### config.mk
export PLATFORM = sky130hd
export DESIGN_NAME = hex_display_scheduler
export DESIGN_NICKNAME = d
export VERILOG_FILES = /design/src/rtl/hex_display_scheduler.sv
export SDC_FILE = /design/constraint.sdc
export NUM_CORES = 1
export LEC_CHECK = 0
export ABC_AREA = 1
export CAP_MARGIN = 30
export CORE_MARGIN = 5
export CORE_UTILIZATION = 30
export DETAILED_ROUTE_END_ITERATION = 16
export SETUP_SLACK_MARGIN = 0.15
export SYNTH_ARGS = -nofsm -noshare
export SYNTH_HDL_FRONTEND = slang
export SYNTH_SLANG_ARGS = --single-unit
### constraint.sdc
create_clock -name clk -period 5.9 [get_ports clk]
set_input_delay 0.59 -clock clk [delete_from_list [all_inputs] [get_ports clk]]
set_output_delay 0.59 -clock clk [all_outputs]
set_load 0.005 [all_outputs]
### src/rtl/hex_display_scheduler.sv
// rtl/hex_display_scheduler.sv - shares one 7-seg decoder across DIGITS displays with paging.
// Optional feature macro: HEX_LEADING_ZERO_BLANK_EN (blank page-0 leading zeros).
module hex_display_scheduler #(
    parameter int DIGITS      = 6,
    parameter int HOLD_CYCLES = 50_000_000
) (
    input  logic                  clk,
    input  logic                  rst_n,
    input  logic [31:0]           value_i,
    input  logic                  load_i,
    output logic                  busy_o,
    output logic [3:0]            nibble_o,
    input  logic [6:0]            seg_i,
    output logic [7*DIGITS-1:0]   hex_o,
    output logic                  page_o
);

    localparam int              CW        = (HOLD_CYCLES > 1) ? $clog2(HOLD_CYCLES) : 1;
    localparam logic [2:0]      LAST_IDX  = 3'(DIGITS - 1);
    localparam logic [CW-1:0]   HOLD_LAST = CW'(HOLD_CYCLES - 1);

    typedef enum logic [1:0] {S_IDLE, S_SCAN, S_HOLD} state_t;

    state_t                r_state;
    logic [31:0]           r_val;
    logic [2:0]            r_idx;
    logic [CW-1:0]         r_cnt;
    logic                  r_page;
    logic                  r_busy;
    logic [3:0]            r_nibble;
    logic [7*DIGITS-1:0]   r_hex;

    logic                  w_need_page;
    logic                  w_lz_blank;
    logic                  w_blank;
    logic [6:0]            w_digit_seg;
    logic [2:0]            w_next_idx;

    // Nibble feeding digit idx on the given page; out-of-range high-page digits read as 0.
    function automatic logic [3:0] f_nibble(input logic [31:0] val, input logic page,
                                            input logic [2:0] idx);
        int          pos;
        logic [31:0] sh;
        pos = page ? DIGITS + int'(idx) : int'(idx);
        sh  = val >> (4 * pos);
        if (pos < 8)
            return sh[3:0];
        return 4'h0;
    endfunction

    generate
        if (DIGITS < 8) begin : g_page
            assign w_need_page = |r_val[31:4*DIGITS];
        end else begin : g_nopage
            assign w_need_page = 1'b0;
        end
    endgenerate

`ifdef HEX_LEADING_ZERO_BLANK_EN
    logic [2:0] w_top;

    always_comb begin
        w_top = 3'd0;
        for (int k = 1; k < DIGITS; k++) begin
            if (r_val[4*k +: 4] != 4'h0)
                w_top = 3'(k);
        end
    end

    assign w_lz_blank = (r_idx > w_top);
`else
    assign w_lz_blank = 1'b0;
`endif

    assign w_blank     = r_page ? (DIGITS + int'(r_idx) >= 8) : w_lz_blank;
    assign w_digit_seg = w_blank ? 7'h7F : seg_i;
    assign w_next_idx  = r_idx + 3'd1;

    always_ff @(posedge clk or negedge rst_n) begin
        if (!rst_n) begin
            r_state  <= S_IDLE;
            r_val    <= 32'h0;
            r_idx    <= 3'd0;
            r_cnt    <= '0;
            r_page   <= 1'b0;
            r_busy   <= 1'b0;
            r_nibble <= 4'h0;
            r_hex    <= '1;
        end else begin
            case (r_state)
                S_IDLE: begin
                    if (load_i) begin
                        r_val    <= value_i;
                        r_page   <= 1'b0;
                        r_idx    <= 3'd0;
                        r_cnt    <= '0;
                        r_busy   <= 1'b1;
                        r_nibble <= value_i[3:0];
                        r_state  <= S_SCAN;
                    end
                end
                S_SCAN: begin
                    for (int k = 0; k < DIGITS; k++) begin
                        if (r_idx == 3'(k))
                            r_hex[7*k +: 7] <= w_digit_seg;
                    end
                    if (r_idx == LAST_IDX) begin
                        r_idx   <= 3'd0;
                        r_cnt   <= '0;
                        r_busy  <= 1'b0;
                        r_state <= w_need_page ? S_HOLD : S_IDLE;
                    end else begin
                        r_idx    <= w_next_idx;
                        r_nibble <= f_nibble(r_val, r_page, w_next_idx);
                    end
                end
                S_HOLD: begin
                    // A new load wins over a page flip landing on the same cycle.
                    if (load_i) begin
                        r_val    <= value_i;
                        r_page   <= 1'b0;
                        r_idx    <= 3'd0;
                        r_cnt    <= '0;
                        r_busy   <= 1'b1;
                        r_nibble <= value_i[3:0];
                        r_state  <= S_SCAN;
                    end else if (r_cnt == HOLD_LAST) begin
                        r_page   <= ~r_page;
                        r_cnt    <= '0;
                        r_idx    <= 3'd0;
                        r_busy   <= 1'b1;
                        r_nibble <= f_nibble(r_val, ~r_page, 3'd0);
                        r_state  <= S_SCAN;
                    end else begin
                        r_cnt <= r_cnt + CW'(1);
                    end
                end
                default: begin
                    r_state <= S_IDLE;
                    r_busy  <= 1'b0;
                end
            endcase
        end
    end

    assign busy_o   = r_busy;
    assign nibble_o = r_nibble;
    assign hex_o    = r_hex;
    assign page_o   = r_page;

endmodule

==> out/metrics.cfg <==
[place]
dp_hpwl_mm = 10.10
gp_congestion = 0.8786
port_buffers = 89

[global_routing]
first_global_vias = 4657
track_usage = 0.1298
antenna_found_initial = 0
grt_overflow = 0
grt_start_max_net_pins = 61
grt_pass1_wl_mm = 23.22

[sta]
clock.fmax_ghz = 0.3599
post-route-min-period_ns = 2.779
finalSetupTns_ns = 0
rsz0062_at_grt = no
setup_viol = 0
whs_ns = 0.2990
maxSlewHeadroom = 0.3963
final_hold_viol_count = 0
finalClockSkew_ns = 0.005993
finalCritPeriodShare = 0.4709
worst_slew_pin_slew_ns = 0.9022
final-max-slew-violation-count = 0

[clock_network]
ctsResizeCount = 0
ctsHoldBuffers = 0
cts_tree = done
clk_latency_ns = 0.35
postCtsSetupRepairBufs = 0
cts-htree-levels = 3
clockRootBuffer = clkbuf_16
clockBufferDepth = 2
cts_buffers = 9
path_clk_slew_ns = 0.08
clock_sinks = 111

[layout]
n_antenna_cell = 0
nets = 800
layout_common_cells = nand2_1, nor2_1, clkdlybuf4s50_1
register_area_mm2 = 0.002830
multi_input_area_mm2 = 0.002411
final_common_cell = nand2_1
nFillCells = 1870
syn_to_final_growth_pct = 25.26
drive_gt1_frac = 0.1503

[detailed_routing]
drt_drc_violations_left = 0
wl_per_cell_um = 13.75
viasPerCell = 4.587
wl_mm = 13.49
dr.first_iter.drc_count = 228
ant_nets = 0
drt-pass1-iter-count = 5
vias = 4500

[setup_path]
reg2reg_to = nibble_o[3]
worstRegToRegCells = 12
worstSetupStartpointType = flop
cp-end-kind = flop
setup.worst_path.class = reg2reg
required_ns = 6.17
cp_data_arrival_time_ns = 3.05
cp_max_fo = 20
rrSetupSlack_ns = 3.12
worstReg2RegStart = r_idx[0]

[run_status]
status = finished, final reports clean

[synthesis]
synth_area_leaders = dfrtp_1, dfstp_2, nand2_1
avgSynthCellArea_um2 = 8.416
synth_seq_cells = 111
ys_seq_area_frac = 0.5080
yosysTopAreaCellShare = 0.3099
syn_area_mm2 = 0.005572
netlist_instances = 662
synthDistinctLibCells = 31
synth_largest_area_cell = dfrtp_1
syn-num-nets = 715
yosysWarningCount = 0

[die]
dieArea_mm2 = 0.02140
pin_count = 90
rows = 49
core_mm2 = 0.01815
dieWidth_um = 146.3
initial_core_util = 0.3070
dieHeight_um = 146.3

[job]
cap_viol_max_count = 0

[pwr]
clock_power_share = 0.182
comb_power_share = 0.414
switchingPower_mw = 1.232
swShare = 0.3710
power.internal_mw = 2.090
pwr_density_cell_mw_per_mm2 = 476.0
p_leak_nw = 3.088
p_seq_frac = 0.404
ir_worst_vdd_mv = 0.2074

[min_path]
min_path_type = in2async

==> stage by stage <==
step / setup WS (ns) / instance area [µm²] / utilization / power [mW] / instances
3_3_place_gp: 3.281 / 6683 / 0.3682 / 2.727 / 964
4_1_cts: 3.156 / 6979 / 0.3846 / 3.366 / 981
5_1_grt: 2.844 / 6979 / 0.3846 / 3.587 / 981
6_report: 3.121 / 6979 / 0.3846 / 3.322 / 981
2_1_floorplan: 3.704 / 5572 / - / 2.151 / 662
3_5_place_dp: 3.185 / 6690 / 0.3687 / 2.748 / 965
==> worst max-delay path: stages, from the launching register on <==
cell and delay, ns:
dfrtp_1 0.74, inv_2 0.29, ha_1 0.40, inv_1 0.08, ha_1 0.27, nand2_1 0.04, o21ai_0 0.23, inv_1 0.17
nand3_1 0.12, nand3_1 0.07, nand2_1 0.07, nand2_1 0.04, o21ai_0 0.15
==> worst max path at each step <==
stage / from / endpoint / depth (start not counted)
floorplan: r_idx[0] / nibble_o[0] / 14
global placement: r_idx[0] / nibble_o[0] / 12
detailed placement: r_idx[0] / nibble_o[1] / 12
CTS: r_idx[0] / nibble_o[3] / 12
global route: r_idx[0] / nibble_o[3] / 12
finish: r_idx[0] / nibble_o[3] / 12
==> state kept, by name (all words and copies together) (netlist names) <==
register,count
r_val,32
r_cnt,26
hex_o,42
page_o,1
busy_o,1
r_idx,3
nibble_o,4
r_state,2
==> synth_stat cells <==
library cell / instances
a211oi_1: 3
a21oi_1: 11
a21oi_4: 1
a31oi_1: 28
and3_1: 1
buf_2: 13
buf_4: 2
clkbuf_1: 4
dfrtp_1: 69
dfstp_2: 42
ha_1: 11
inv_1: 61
inv_2: 4
mux2_2: 31
nand2_1: 183
nand2_2: 1
nand3_1: 27
nand3_2: 1
nand3b_1: 1
nand4_1: 2
nand4_2: 1
nor2_1: 106
nor2_2: 3
nor2_4: 2
nor3_1: 13
nor3_2: 4
nor4_1: 2
o21ai_0: 23
o21ai_1: 2
xnor2_1: 1
xor2_1: 9
==> power groups by stage <==
stage                     combinational (mW)  sequential (mW)  clock (mW)
after global routing                    1.56             1.38       0.647
after CTS                               1.39             1.35       0.624
after floorplan                        0.855             1.30           0
after detailed placement                1.39             1.36           0
after global placement                  1.37             1.35           0
final                                   1.38             1.34       0.604
==> layer usage <==
layer	vias to the layer above	wire length (µm)	GRT usage
li1	2285	-	-
met1	2100	6404	0.1707
met2	107	6294	0.2172
met3	8	652	0.03006
met4	0	134	0.03198
met5	-	0	0
==> cell type report <==
cell class,count,area share
flip-flops and latches,111,0.4055
multi-input cells,467,0.3455
repair buffers,93,0.1316
well taps,229,0.04105
inverters,65,0.03496
clock buffers,9,0.03227
clock inverters,7,0.009143
==> cell families after synthesis <==
family / share of synthesized area
mux: 0.06265
flops: 0.5080
buf+inv: 0.06086
simple gates: 0.2574
fa+ha+maj: 0.02470
xor+xnor: 0.01572
compound gates: 0.07074
Power figures use the tool's default switching activity.
